**src/rtl/seq_alu_pkg.sv**
```systemverilog
// seq_alu shared definitions: opcode map and controller state type.
package seq_alu_pkg;

    localparam logic [3:0] OP_ADD = 4'd0;
    localparam logic [3:0] OP_SUB = 4'd1;
    localparam logic [3:0] OP_MUL = 4'd2;
    localparam logic [3:0] OP_DIV = 4'd3;
    localparam logic [3:0] OP_EQ  = 4'd4;
    localparam logic [3:0] OP_GT  = 4'd5;
    localparam logic [3:0] OP_AND = 4'd6;
    localparam logic [3:0] OP_OR  = 4'd7;
    localparam logic [3:0] OP_XOR = 4'd8;
    localparam logic [3:0] OP_NOT = 4'd9;
    localparam logic [3:0] OP_SHL = 4'd10;
    localparam logic [3:0] OP_SHR = 4'd11;

    typedef enum logic {
        IDLE,
        ITER
    } state_t;

endpackage

```
**src/rtl/seq_alu_iter.sv**
```systemverilog
// Iterative unsigned multiply (shift-add) / divide (restoring) datapath.
// One step per cycle for WIDTH cycles after load; outputs show the step in progress.
module seq_alu_iter #(
    parameter int WIDTH = 8
) (
    input  logic             clk,
    input  logic             rst,
    input  logic             load,
    input  logic             op_is_div,
    input  logic [WIDTH-1:0] a,
    input  logic [WIDTH-1:0] b,
    output logic             finish,
    output logic [WIDTH-1:0] res,
    output logic             overflow,
    output logic             dbz
);
    localparam int CW = $clog2(WIDTH + 1);

    logic [CW-1:0]      cnt_q, cnt_d;
    logic               div_q, div_d;
    logic [WIDTH-1:0]   opnd_q, opnd_d;
    logic [2*WIDTH-1:0] p_q, p_d;

    logic [WIDTH:0]     sum;
    logic [WIDTH:0]     diff;
    logic               ge;
    logic [2*WIDTH-1:0] step;

    // p holds {hi, lo}: {partial product, multiplier} or {remainder, quotient}
    always_comb begin
        sum  = {1'b0, p_q[2*WIDTH-1:WIDTH]} + (p_q[0] ? {1'b0, opnd_q} : '0);
        diff = p_q[2*WIDTH-1:WIDTH-1] - {1'b0, opnd_q};
        ge   = ~diff[WIDTH];
        if (div_q)
            step = {(ge ? diff[WIDTH-1:0] : p_q[2*WIDTH-2:WIDTH-1]),
                    p_q[WIDTH-2:0], ge};
        else
            step = {sum, p_q[WIDTH-1:1]};
    end

    always_comb begin
        cnt_d  = cnt_q;
        div_d  = div_q;
        opnd_d = opnd_q;
        p_d    = p_q;
        if (load) begin
            cnt_d  = CW'(WIDTH);
            div_d  = op_is_div;
            opnd_d = b;
            p_d    = {{WIDTH{1'b0}}, a};
        end else if (cnt_q != '0) begin
            cnt_d = cnt_q - CW'(1);
            p_d   = step;
        end
    end

    assign finish   = (cnt_q == CW'(1));
    assign res      = step[WIDTH-1:0];
    assign overflow = !div_q && (step[2*WIDTH-1:WIDTH] != '0);
    assign dbz      = div_q && (opnd_q == '0);

    always_ff @(posedge clk or posedge rst) begin
        if (rst) begin
            cnt_q  <= '0;
            div_q  <= 1'b0;
            opnd_q <= '0;
            p_q    <= '0;
        end else begin
            cnt_q  <= cnt_d;
            div_q  <= div_d;
            opnd_q <= opnd_d;
            p_q    <= p_d;
        end
    end

endmodule

```
**src/rtl/seq_alu.sv**
```systemverilog
// Handshaked WIDTH-bit ALU: single-cycle logic/arith ops, iterative mul/div,
// registered result and status flags updated only on a done pulse.
module seq_alu
    import seq_alu_pkg::*;
#(
    parameter int WIDTH = 8
) (
    input  logic             clk,
    input  logic             rst,
    input  logic [WIDTH-1:0] a,
    input  logic [WIDTH-1:0] b,
    input  logic [3:0]       operation,
    input  logic             start,
    output logic             busy,
    output logic             done,
    output logic [WIDTH-1:0] result,
    output logic             zero,
    output logic             carry,
    output logic             div_by_zero
);
    localparam int SW = (WIDTH > 1) ? $clog2(WIDTH) : 1;

    state_t           state_q, state_d;
    logic [WIDTH-1:0] result_q, result_d;
    logic             zero_q, zero_d;
    logic             carry_q, carry_d;
    logic             dbz_q, dbz_d;
    logic             done_q, done_d;

    logic             load;
    logic             it_finish;
    logic [WIDTH-1:0] it_res;
    logic             it_ovf;
    logic             it_dbz;

    logic [WIDTH:0]   add_x;
    logic [WIDTH:0]   sub_x;
    logic [SW-1:0]    shamt;
    logic [WIDTH-1:0] alu_res;
    logic             alu_c;
    logic             is_iter;

    seq_alu_iter #(.WIDTH(WIDTH)) u_iter (
        .clk       (clk),
        .rst       (rst),
        .load      (load),
        .op_is_div (operation == OP_DIV),
        .a         (a),
        .b         (b),
        .finish    (it_finish),
        .res       (it_res),
        .overflow  (it_ovf),
        .dbz       (it_dbz)
    );

    always_comb begin
        add_x   = {1'b0, a} + {1'b0, b};
        sub_x   = {1'b0, a} - {1'b0, b};
        shamt   = b[SW-1:0];
        alu_res = '0;
        alu_c   = 1'b0;
        unique case (operation)
            OP_ADD: {alu_c, alu_res} = add_x;
            OP_SUB: {alu_c, alu_res} = sub_x;
            OP_EQ:  alu_res = {{(WIDTH-1){1'b0}}, a == b};
            OP_GT:  alu_res = {{(WIDTH-1){1'b0}}, a > b};
            OP_AND: alu_res = a & b;
            OP_OR:  alu_res = a | b;
            OP_XOR: alu_res = a ^ b;
            OP_NOT: alu_res = ~a;
            OP_SHL: alu_res = a << shamt;
            OP_SHR: alu_res = a >> shamt;
            default: alu_res = '0;
        endcase
    end

    assign is_iter = (operation == OP_MUL) || (operation == OP_DIV);

    always_comb begin
        state_d  = state_q;
        result_d = result_q;
        zero_d   = zero_q;
        carry_d  = carry_q;
        dbz_d    = dbz_q;
        done_d   = 1'b0;
        load     = 1'b0;
        unique case (state_q)
            IDLE: begin
                if (start && is_iter) begin
                    load    = 1'b1;
                    state_d = ITER;
                end else if (start) begin
                    result_d = alu_res;
                    zero_d   = (alu_res == '0);
                    carry_d  = alu_c;
                    dbz_d    = 1'b0;
                    done_d   = 1'b1;
                end
            end
            ITER: begin
                // last step: commit the step's output directly
                if (it_finish) begin
                    state_d  = IDLE;
                    result_d = it_res;
                    zero_d   = (it_res == '0);
                    carry_d  = it_ovf;
                    dbz_d    = it_dbz;
                    done_d   = 1'b1;
                end
            end
            default: state_d = IDLE;
        endcase
    end

    always_ff @(posedge clk or posedge rst) begin
        if (rst) begin
            state_q  <= IDLE;
            result_q <= '0;
            zero_q   <= 1'b0;
            carry_q  <= 1'b0;
            dbz_q    <= 1'b0;
            done_q   <= 1'b0;
        end else begin
            state_q  <= state_d;
            result_q <= result_d;
            zero_q   <= zero_d;
            carry_q  <= carry_d;
            dbz_q    <= dbz_d;
            done_q   <= done_d;
        end
    end

    assign busy        = (state_q == ITER);
    assign done        = done_q;
    assign result      = result_q;
    assign zero        = zero_q;
    assign carry       = carry_q;
    assign div_by_zero = dbz_q;

endmodule
```
**config.mk**
```make
export PLATFORM = sky130hd
export DESIGN_NAME = seq_alu
export DESIGN_NICKNAME = d
export VERILOG_FILES = /design/src/rtl/seq_alu_pkg.sv /design/src/rtl/seq_alu_iter.sv /design/src/rtl/seq_alu.sv
export SDC_FILE = /design/constraint.sdc
export NUM_CORES = 1
export LEC_CHECK = 0
export ABC_AREA = 1
export BUFFER_PORTS_ARGS = -buffer_cell sky130_fd_sc_hd__buf_2
export CORE_ASPECT_RATIO = 1.25
export CORE_MARGIN = 3
export CORE_UTILIZATION = 50
export DETAILED_ROUTE_END_ITERATION = 12
export HOLD_SLACK_MARGIN = 0.05
export PLACE_DENSITY = 0.74
export REMOVE_ABC_BUFFERS = 1
export SYNTH_ARGS = -nofsm -noshare
export SYNTH_HDL_FRONTEND = slang
export SYNTH_SLANG_ARGS = --single-unit
```
**constraint.sdc**
```tcl
create_clock -name clk -period 3.7 [get_ports clk]
set_input_delay 0.74 -clock clk [delete_from_list [all_inputs] [get_ports clk]]
set_output_delay 0.74 -clock clk [all_outputs]
set_load 0.02 [all_outputs]
```
==> Word-level counts from Yosys, hierarchy flattened <==
Cells that the tools add are included.
{ "classes": {"bitwise_logic": 6, "add_sub_neg": 5, "n_eq_ne": 16, "order_cmp": 1, "shift": 2, "reduce_logical": 13, "n_mux": 33} }
{ "op_table": {"columns": ["operator", "n"], "rows": [
  ["$pmux 8 s10", 1],
  ["$mux 16", 3],
  ["$mux 8", 5],
  ["$logic_not 8->1", 3],
  ["$eq 4x3->1 const B", 4],
  ["$eq 4x4->1 const B", 4],
  ["$pmux 8 s2", 1],
  ["$mux 1", 15],
  ["$pmux 1 s2", 6],
  ["$add 8x8->9", 1],
  ["$add 8x9->9", 1],
  ["$sub 8x8->9", 1],
  ["$sub 9x8->9", 1],
  ["$and 8x8->8", 1],
  ["$eq 4x1->1 const B", 2],
  ["$eq 4x2->1 const B", 2],
  ["$eq 8x8->1", 1],
  ["$gt 8x8->1", 1],
  ["$mux 4", 2],
  ["$not 8->8", 1],
  ["$or 8x8->8", 1],
  ["$reduce_bool 8->1", 1],
  ["$shl 8x3->8", 1],
  ["$shr 8x3->8", 1],
  ["12 further kinds", 16]
]} }
{ "word_totals": {"word_cells": 86, "register_bits": 42, "output_inout_bits": 13} }

==> Depth between registers and ports, before layout <==
Gate-level depths: netlist of run 1.
{ "depth": {"ltp_word": 7, "depth_mapped": 19} }

==> Cells and area by module <==
A second synthesis of run 1 with hierarchy kept.
{ "unflattened": {"hier_cells": 806, "area_unflattened_um2": 4813.4} }
{ "modules_own_cells": {"columns": ["mod", "seq_area_each_um2", "area_per_inst_um2", "cells_each", "instances"], "rows": [
  ["seq_alu", 325.3, 2482.4, 462, 1],
  ["seq_alu_iter", 725.7, 2331.0, 344, 1]
]} }

==> Least setup slack after synthesis of run 1 <==
OpenSTA, ideal clock, no wires.
{ "synth_path": {"path_type": "input to register", "from": "input b[1]", "to": "register zero_q (netlist: zero)", "arrival_time_ns": 2.370, "stages": 13, "required_ns": 3.623, "slack_ns": 1.253, "path_buffers": 2, "cell_sequence": "buf_2 inv_2 buf_2 fa_1 xor2_1 o22ai_1 nor2_1 nand2_1 nor2_1 nand3b_1 nor2_1 nand4_1 a21oi_1"} }
{ "synth_via": {"elab_chain_len": 6, "word_cells_on_any_way": 14, "cone_classes": "add/sub (2); order compare (1); eq/ne (1); shift (2); mux (4); bitwise (3); reduce/logical (1)"} }
{ "synth_lines": {"columns": ["element", "line_no", "rtl"], "rows": [
  ["start: declaration", "seq_alu.sv:11", "input logic [WIDTH-1:0] b,"],
  ["$sub 8x8->9, or another cell as far along", "seq_alu.sv:58", "sub_x = {1'b0, a} - {1'b0, b};"],
  ["$pmux 8 s10 (*)", "seq_alu.sv:62", "unique case (operation)"],
  ["$logic_not 8->1 (*)", "seq_alu.sv:94", "zero_d = (alu_res == '0);"],
  ["$mux 1 (*)", "seq_alu.sv:92", "end else if (start) begin"],
  ["$mux 1 (*)", "seq_alu.sv:89", "if (start && is_iter) begin"],
  ["$pmux 1 s2 (*)", "seq_alu.sv:87", "unique case (state_q)"],
  ["end signal: assignment", "seq_alu.sv:126", "zero_q <= zero_d;"],
  ["end: declaration", "seq_alu.sv:25", "logic zero_q, zero_d;"]
]} }
Every way passes the cells marked *; elsewhere a longest branch is shown, timed or not. The select of a mux whose other input is x is not followed.
A chain may end at the register's enable or synchronous reset.

==> Worst setup path in the final report of run 1 <==
{ "layout_path": {"from": "register u_iter.p_q[7]", "to": "register carry_q (netlist: carry)"} }
{ "layout_via": {"elab_chain_len": 7} }
{ "layout_lines": {"columns": ["element", "line_no", "rtl"], "rows": [
  ["start: declaration", "seq_alu_iter.sv:22", "logic [2*WIDTH-1:0] p_q, p_d;"],
  ["start signal: assignment", "seq_alu_iter.sv:72", "p_q <= p_d;"],
  ["$sub 9x8->9", "seq_alu_iter.sv:32", "diff = p_q[2*WIDTH-1:WIDTH-1] - {1'b0, opnd_q};"],
  ["$mux 8 (*)", "seq_alu_iter.sv:35", "step = {(ge ? diff[WIDTH-1:0] : p_q[2*WIDTH-2:WIDTH-1]),"],
  ["$mux 16 (*)", "seq_alu_iter.sv:34", "if (div_q)"],
  ["$reduce_bool 8->1 (*)", "seq_alu_iter.sv:59", "assign overflow = !div_q && (step[2*WIDTH-1:WIDTH] != '0);"],
  ["$logic_and 1x1->1 (*)", "seq_alu_iter.sv:59", null],
  ["$mux 1 (*)", "seq_alu.sv:102", "if (it_finish) begin"],
  ["$pmux 1 s2 (*)", "seq_alu.sv:87", null],
  ["end signal: assignment", "seq_alu.sv:127", "carry_q <= carry_d;"],
  ["end: declaration", "seq_alu.sv:26", "logic carry_q, carry_d;"]
]} }
Marked as above.

==> results.toml, run 1 <==
[floorplanning]
initial_utilization = 0.517
fp-row-count = 39
die-area_um2 = 10700
core_area_um2 = 9220
die_w_um = 93.3
die_y_um = 115
ios = 36

[pwr]
power_density_nw_per_um2 = 835
clock_power_share = 0.116
switchingPower_mw = 2.31
leakagePower_nw = 2.86
intPower_mw = 2.02
power_frac_comb = 0.667
swShare = 0.533
p_total_mw = 4.33
vdd_ir_drop_max_mv = 0.373
seq_power_share = 0.217

[detailed_routing]
first_pass_iters = 6
detail-route-antenna-nets = 0
drt_iter0_markers = 381
wire_per_inst_um = 17.3
vias = 5203
drc = 0
vias_per_cell = 5.66
totalWireLength_mm = 15.9

[synthesis]
syn_area_per_cell_um2 = 6.19
synth.distinct_cells = 43
synth_area_um2 = 4760
synth-main-ff-cell = "dfrtp_1"
syn_inst = 770
yosys_warnings = 0
synth_top_area_frac = 0.221
yosysSeqAreaShare = 0.221
synth_top_area_cell = "dfrtp_1"
synth_edf_count = 0
synth_area_leaders = "dfrtp_1 (22%), nand2_1 (17%), ha_1 (11%), inv_1 (8.8%), nand3_1 (7.1%)"
async_reset_ff_frac = 1.00
ys_seq_elements = 42

[clock_network]
cts_buffers = 5
clk_latency_ns = 0.28
cts_tree = "yes"
postCtsHoldBufs = 0
htree_levels = 2
post-cts-setup-buffers = 0
cts_buffer_depth = 2
root_buffer = "clkbuf_16"
cts.sinks = 42
cts_resized = 0
cts.clk_slew.worst_paths_ns = 0.07

[global_route]
grt_pass1_wl_mm = 25.1
antenna_found_initial = 0
grt_pass1_vias = 4982
grt_max_degree = 43
grt_overflow = 0
grt_use_total = 0.297

[layout]
ff_latch_area_um2 = 1050
layout_common_cells = "nand2_1 (221), inv_1 (112), nor2_1 (70)"
fin_nets = 865
drive_above_1_share = 0.0955
multi_input_area_um2 = 3150
antenna_cells = 0
final_common_cell = "nand2_1"
instances_no_fill = 919
syn2layout_area_growth_pct = 8.74
fillers = 943

[worst_setup_path]
required_ns = 3.87
rr_endpoint = "carry"
r2r_cells = 16
cp-startpoint = "u_iter.p_q[7]"
critical_path_cell_count = 16
max_stage_delay_ns = 0.49
cp.arrival_ns = 3.06
crit_fanout = 6
endpoint_kind = "flip-flop"
endpoint = "carry"
worstReg2RegStart = "u_iter.p_q[7]"
cp_top_family = "simple AND/OR/NAND/NOR gates"
path_class = "reg2reg"
timing.critical_path.mode_cell = "nand2_1"
cp-start-kind = "flip-flop"
crit_buf_inv = 2
r2r_slack_ns = 0.81
worst_path_max_delay_cell = "fa_1"
crit_chain = "inv_1 -> ha_1 -> inv_1 -> fa_1 -> nand3_1 -> nand3_2 -> nand2_1 -> nand3_1 -> nand2_2 -> nand2_1 -> a21oi_1 -> nand2_1 -> nor2_1 -> nand2_1 -> nand2_1 -> a21oi_1"

[sta]
setup_tns_ns = 0
fin_skew_ns = 0.00885
min_period_over_period = 0.781
drv_slew = 0
period_minus_slack_ns = 2.89
setup_violations = 0
rsz0062_at_grt = "false"
tightest_slew_ns = 0.663
slew_headroom = 0.558
finalHoldViolations = 0
fmax_mhz = 346
hold-worst-slack_ns = 0.478

[run]
cap_violations = 0

[place]
place_inst = 911
gp_congestion = 1.00
portBuffers = 35
dp_hpwl_mm = 12.7

[worst_hold_path]
hold_class = "reg2reg"

[run_status]
outcome = "finished clean"
## synthesized netlist by cell type, drive strengths merged (2+ instances only)
cell / number
clkbuf: 4
nand4: 18
inv: 122
ha: 43
xnor2: 4
a21oi: 40
or2: 5
nor4: 2
o21bai: 2
dfrtp: 42
buf: 16
nand3b: 3
o21ai: 56
o21a: 2
nor3: 5
nand3: 70
o22ai: 18
xor2: 2
fa: 4
nor2: 75
nand2: 224
o211ai: 4
## stage by stage
| stage | setup slack, ns | utilization | cell area [um^2] |
|---|---|---|---|
| finish | 0.810 | 0.562 | 5180 |
| global placement | 0.582 | 0.543 | 5010 |
| detailed placement | 0.649 | 0.543 | 5010 |
| CTS | 0.854 | 0.562 | 5180 |
| floorplan | 1.32 | - | 4660 |
| global route | 0.579 | 0.562 | 5180 |
## routing by layer
metal	part of all wire	vias up	track usage
met2	0.49	227	0.532
met4	0.067	0	0.176
li1	-	2545	-
met5	0	-	0
met1	0.39	2364	0.341
met3	0.051	67	0.0281
## registers in the layout, indices dropped and copies added (netlist names)
| signal | cells |
|---|---|
| done | 1 |
| u_iter.cnt_q | 4 |
| u_iter.p_q | 16 |
| carry | 1 |
| zero | 1 |
| u_iter.opnd_q | 8 |
| busy | 1 |
| u_iter.div_q | 1 |
| result | 8 |
| div_by_zero | 1 |
## power groups by stage
stage               registers (mW)  logic [mW]  clock network, mW
global placement             0.933        2.77                  0
floorplan                    0.966        2.01                  0
finish                       0.939        2.88              0.503
global route                 0.964        3.25              0.529
CTS                          0.933        2.85              0.508
detailed placement           0.937        2.83                  0
## final cells by class
| class | instances | area share |
|---|---|---|
| repair buffers | 38 | 0.0382 |
| inverters | 123 | 0.0891 |
| multi-input cells | 585 | 0.608 |
| well taps | 123 | 0.0297 |
| flip-flops and latches | 42 | 0.203 |
| clock buffers | 5 | 0.0241 |
| clock inverters | 3 | 0.00845 |
## worst register-to-register path, cell delays in order, from the launching register on
cell and delay (ns):
dfrtp_1 0.43, inv_1 0.08, ha_1 0.21, inv_1 0.11, fa_1 0.49, nand3_1 0.11, nand3_2 0.08, nand2_1 0.12
nand3_1 0.12, nand2_2 0.16, nand2_1 0.10, a21oi_1 0.25, nand2_1 0.09, nor2_1 0.17, nand2_1 0.10, nand2_1 0.08
a21oi_1 0.07
## worst min-delay path by stage
stage	from	end	slack, ns	depth (start not counted)
final	result[0]	result[0]	0.48	2
after global routing	result[3]	result[3]	0.49	2
after CTS	result[0]	result[0]	0.48	2
after detailed placement	result[7]	result[7]	0.46	2
after global placement	result[0]	result[0]	0.46	2
after floorplan	u_iter.p_q[6]	u_iter.p_q[6]	0.49	2
## kinds of logic after synthesis
family | synth area share
AO/OA/AOI/OAI | 0.155
XOR/XNOR | 0.0110
adder cells (fa/ha/maj) | 0.130
buffers and inverters | 0.119
flip-flops | 0.221
multiplexers | 0.00210
AND/OR/NAND/NOR | 0.363
Power figures use the tool's default switching activity.
==> run 2: changes to the inputs <==
ABC_AREA = 0   (was 1)
clock period = 2.77 ns   (was 3.7 ns; I/O delays follow)
==> results.toml, run 2 <==
[run_status]
outcome = "finished with violations"
violations = "setup timing"

[synthesis]
synth.distinct_cells = 75
synth_area_um2 = 4580
synth_area_leaders = "dfrtp_1 (23%), ha_1 (12%), nor2_1 (5.9%), a21oi_1 (5.6%), mux2i_1 (5.2%)"
yosysSeqAreaShare = 0.229
synth_edf_count = 0
synth-main-ff-cell = "dfrtp_1"
syn_area_per_cell_um2 = 7.84
yosysMostFrequentCell = "nor2_1"
async_reset_ff_frac = 1.00
synth_top_area_frac = 0.229
yosys_warnings = 0
syn_inst = 585
synth_top_area_cell = "dfrtp_1"
synth_commonest_cells = "nor2_1 (72), a21oi_1 (51), nand2_1 (50)"
ys_seq_elements = 42

[place]
dp_hpwl_mm = 11.5
place_inst = 791
gp_congestion = 1.00
portBuffers = 35

[worst_setup_path]
r2r_cells = 13
required_ns = 2.93
crit_fanout = 4
endpoint_kind = "flip-flop"
cp.arrival_ns = 3.06
path_class = "reg2reg"
cp-start-kind = "flip-flop"

[pwr]
swShare = 0.485
intPower_mw = 3.46
power_density_nw_per_um2 = 1170
power_frac_comb = 0.758
switchingPower_mw = 3.26
clock_power_share = 0.065
p_total_mw = 6.72
leakagePower_nw = 2.69
vdd_ir_drop_max_mv = 0.449
seq_power_share = 0.177

[layout]
antenna_cells = 0
fillers = 745
fin_nets = 757
final_common_cell = "buf_4"
drive_above_1_share = 0.266
largest_register_ffs = 16
syn2layout_area_growth_pct = 25.6
instances_no_fill = 808
multi_input_area_um2 = 3420
max_flop_register = "u_iter.p_q"
layout_common_cells = "buf_4 (88), nor2_1 (68), nand2_1 (50)"
ff_latch_area_um2 = 1050

[global_route]
grt_overflow = 0
grt_pass1_vias = 4862
grt_max_degree = 43
grt_pass1_wl_mm = 23.6
grt_use_total = 0.283
antenna_found_initial = 0

[sta]
fin_ws_ns = -0.127
finalHoldViolations = 0
fmax_mhz = 345
setup_violations = 2
tightest_slew_ns = 0.704
setup_tns_ns = -0.183
min_period_over_period = 1.05
slew_headroom = 0.527
period_minus_slack_ns = 2.90
drv_slew = 0
fin_skew_ns = 0.00449
rsz0062_at_grt = "true"

[clock_network]
cts_buffer_depth = 2
htree_levels = 2
root_buffer = "clkbuf_8"
cts_tree = "yes"
cts_buffers = 5
clk_latency_ns = 0.31
cts.sinks = 42
cts.clk_slew.worst_paths_ns = 0.08
postCtsHoldBufs = 0

[detailed_routing]
first_pass_iters = 5
vias = 4841
drc = 0
vias_per_cell = 5.99
drt_iter0_markers = 314
wire_per_inst_um = 18.5
detail-route-antenna-nets = 0
totalWireLength_mm = 14.9

[run]
cap_violations = 0

[floorplanning]
fp-row-count = 38
ios = 36
core_area_um2 = 8800
die_w_um = 91.6
initial_utilization = 0.521
die_y_um = 113
die-area_um2 = 10400

[worst_hold_path]
hold_class = "in2async"
run 2: changes by cell type after synthesis, sizes merged, moves of 13 or more:
cell    delta
nand4     -13
o21ai     -17
nand3     -56
clkbuf    +13
a211oi    +13
nor3      +14
inv       -79
mux2i     +23
nand2    -174
run 2: cells by family (layout without fill, tap and decap cells):
| family | after synthesis | count (layout) | synth area share |
|---|---|---|---|
| simple gates | 206 | 206 | 0.212 |
| compound gates | 167 | 167 | 0.235 |
| buf+inv | 75 | 178 | 0.0677 |
| fa+ha+maj | 47 | 47 | 0.135 |
| flops | 42 | 42 | 0.229 |
| mux | 35 | 35 | 0.0950 |
| xor+xnor | 13 | 13 | 0.0265 |
run 2: repair_timing:
item	in CTS	in global routing
gates resized for setup	10	33
setup endpoints to repair	6	12
buffers inserted	3	6
pin swaps	8	19
run 2: layout make-up:
class,instances,share of cell area
Clock inverter,1,0.00152
Inverter,44,0.0287
Multi-Input combinational cell,468,0.594
Sequential cell,42,0.182
Tap cell,120,0.0261
Timing Repair Buffer,126,0.153
Clock buffer,7,0.0150
run 2: metrics by stage:
step | util | hold WS, ns | setup WS [ns] | area, um^2
floorplan | - | 0.523 | -0.146 | 4440
global placement | 0.613 | 0.453 | -0.208 | 5400
detailed placement | 0.613 | 0.459 | -0.337 | 5400
CTS | 0.631 | 0.410 | -0.0590 | 5550
global route | 0.655 | 0.423 | -0.249 | 5760
finish | 0.655 | 0.384 | -0.127 | 5760
run 2: critical path, cell delays in order, from the launching register on:
cell       delay (ns)
dfrtp_1          0.38
inv_1            0.06
ha_2             0.18
inv_2            0.04
fa_2             0.36
a21oi_4          0.20
nor2_4           0.06
o22ai_4          0.23
buf_6            0.15
xor2_4           0.16
mux2i_1          0.24
mux2i_1          0.14
a2111oi_2        0.39
a41oi_1          0.17
run 2: final timing paths:
path / start / end / slack (ns)
worst min register to register: result[1] / result[1] / 0.47
worst max register to register: u_iter.p_q[7] / carry / -0.13
max in group asynchronous: rst / u_iter.opnd_q[3] / 2.00
worst max-delay path: u_iter.p_q[7] / carry / -0.13
min in group clk: result[1] / result[1] / 0.47
worst min-delay path: rst / u_iter.cnt_q[3] / 0.38
run 2: routing by layer:
layer,vias to the layer above,part of all wire,global-route usage
met5,-,0,0
met4,0,0.047,0.138
met3,49,0.046,0.0299
met2,188,0.53,0.530
met1,2298,0.38,0.314
li1,2306,-,-
run 2: power groups by stage:
stage	Clock, mW	Sequential (mW)	Combinational (mW)
floorplan	0	1.31	2.67
global placement	0	1.16	4.08
detailed placement	0	1.18	4.23
CTS	0.436	1.17	4.42
global route	0.462	1.23	5.52
finish	0.435	1.19	5.09
==> run 3: changes to the inputs <==
MAX_ROUTING_LAYER = met4   (was unset)
PLACE_DENSITY = unset   (was 0.74)
PLACE_DENSITY_LB_ADDON = 0.2   (was unset)
==> results.toml, run 3 (synthesis gave the netlist of run 2 again) <==
[run_status]
outcome = "finished with violations"
violations = "setup timing"

[sta]
tightest_slew_ns = 0.757
fmax_mhz = 348
slew_headroom = 0.493
min_period_over_period = 1.04
setup_violations = 2
hold-worst-slack_ns = 0.281
fin_skew_ns = 0.00604
rsz0062_at_grt = "true"
finalHoldViolations = 0
period_minus_slack_ns = 2.87
fin_ws_ns = -0.101
setup_tns_ns = -0.178
drv_slew = 0

[layout]
fillers = 749
syn2layout_area_growth_pct = 29.8
fin_nets = 783
largest_register_ffs = 16
drive_above_1_share = 0.296
ff_latch_area_um2 = 1050
final_common_cell = "buf_4"
max_flop_register = "u_iter.p_q"
multi_input_area_um2 = 3400
fin_area_um2 = 5950
layout_common_cells = "buf_4 (112), nor2_1 (69), nand2_1 (50)"
antenna_cells = 0

[place]
dp_hpwl_mm = 12.1
place_area_um2 = 5580
portBuffers = 35
gp_congestion = 1.01

[worst_hold_path]
hold_class = "in2async"

[clock_network]
cts_tree = "yes"
cts.sinks = 42
cts.clk_slew.worst_paths_ns = 0.09
clk_latency_ns = 0.30
cts_buffer_depth = 2
cts_buffers = 5
root_buffer = "clkbuf_8"
postCtsHoldBufs = 0
htree_levels = 2

[floorplanning]
initial_utilization = 0.521
die_w_um = 91.6
fp-row-count = 38
core_area_um2 = 8800
die_y_um = 113
ios = 36
die-area_um2 = 10400

[global_route]
grt_pass1_vias = 4950
grt_max_degree = 32
antenna_found_initial = 0
grt_use_total = 0.302
grt_overflow = 0
grt_pass1_wl_mm = 24.2

[pwr]
leakagePower_nw = 2.80
power_density_nw_per_um2 = 1200
vdd_ir_drop_max_mv = 0.486
p_total_mw = 7.14

[detailed_routing]
vias_per_cell = 5.91
wire_per_inst_um = 18.2
totalWireLength_mm = 15.2
first_pass_iters = 5
drc = 0
drt_iter0_markers = 293
detail-route-antenna-nets = 0
vias = 4927

[worst_setup_path]
crit_chain = "buf_6 -> ha_4 -> inv_2 -> fa_2 -> a21oi_2 -> nor2_2 -> o22ai_4 -> buf_4 -> mux2i_2 -> a2111oi_4 -> buf_4 -> buf_4 -> buf_4 -> o21ai_2 -> nor2b_2"
required_ns = 2.97
cp-start-kind = "flip-flop"
endpoint_kind = "flip-flop"
path_class = "reg2reg"
max_stage_delay_ns = 0.39
worst_path_max_delay_cell = "dfrtp_1"
timing.critical_path.mode_cell = "buf_4"
cp.arrival_ns = 3.07
crit_fanout = 4

[run]
cap_violations = 0
==> run 3: cell count changes in the layout (fill, tap and decap cells not counted), sizes merged <==
cell,previous run,this run
clkbuf,7,5
inv,44,43
buf,126,152
clkinv,1,2
clkinvlp,0,2
==> run 3: final cells by class <==
cell class / count / area share
clock inverter: 3 / 0.00399
tap: 120 / 0.0252
timing repair buffer: 152 / 0.183
multi-input combinational: 468 / 0.572
sequential: 42 / 0.177
inverter: 44 / 0.0277
clock buffer: 5 / 0.0116
==> run 3: what timing repair did <==
action                                  CTS  global route
resized for setup                        17            25
endpoints found under the setup margin    9             8
setup buffers                             8             6
pin swaps                                16            13
==> run 3: critical path, delay by kind of cell (launching register included) <==
kind / cells / cell delay [ns]
compound gates: 4 / 0.86
buf+inv: 6 / 0.68
fa+ha+maj: 2 / 0.49
flops: 1 / 0.39
simple gates: 2 / 0.25
mux: 1 / 0.08
==> run 3: through the flow <==
step / utilization / worst slack [ns] / cells
3_5_place_dp: 0.634 / -0.401 / 814
4_1_cts: 0.659 / -0.0314 / 829
6_report: 0.677 / -0.101 / 834
2_1_floorplan: - / -0.146 / 554
3_3_place_gp: 0.634 / -0.195 / 814
5_1_grt: 0.677 / -0.233 / 834
==> run 3: layer usage <==
metal,share of wire,vias to the layer above,global-route usage
met4,0.049,0,0.145
met2,0.53,174,0.545
met3,0.042,48,0.0286
met5,0,-,-
li1,-,2352,-
met1,0.38,2353,0.330
==> run 3: final timing paths <==
path	slack [ns]	end	startpoint	cells past startpoint
max in group asynchronous	1.79	carry	rst	3
max	-0.10	u_iter.p_q[12]	u_iter.opnd_q[0]	15
min reg2reg	0.47	result[1]	result[1]	2
max reg2reg	-0.10	u_iter.p_q[12]	u_iter.opnd_q[0]	15
min in group clk	0.47	result[1]	result[1]	2
min	0.28	u_iter.p_q[8]	rst	2
==> run 3: report_power, final <==
| part | switching, mW | internal, mW |
|---|---|---|
| Combinational | 2.83 | 2.68 |
| Clock | 0.237 | 0.180 |
| Sequential | 0.280 | 0.927 |
| Total | 3.35 | 3.79 |
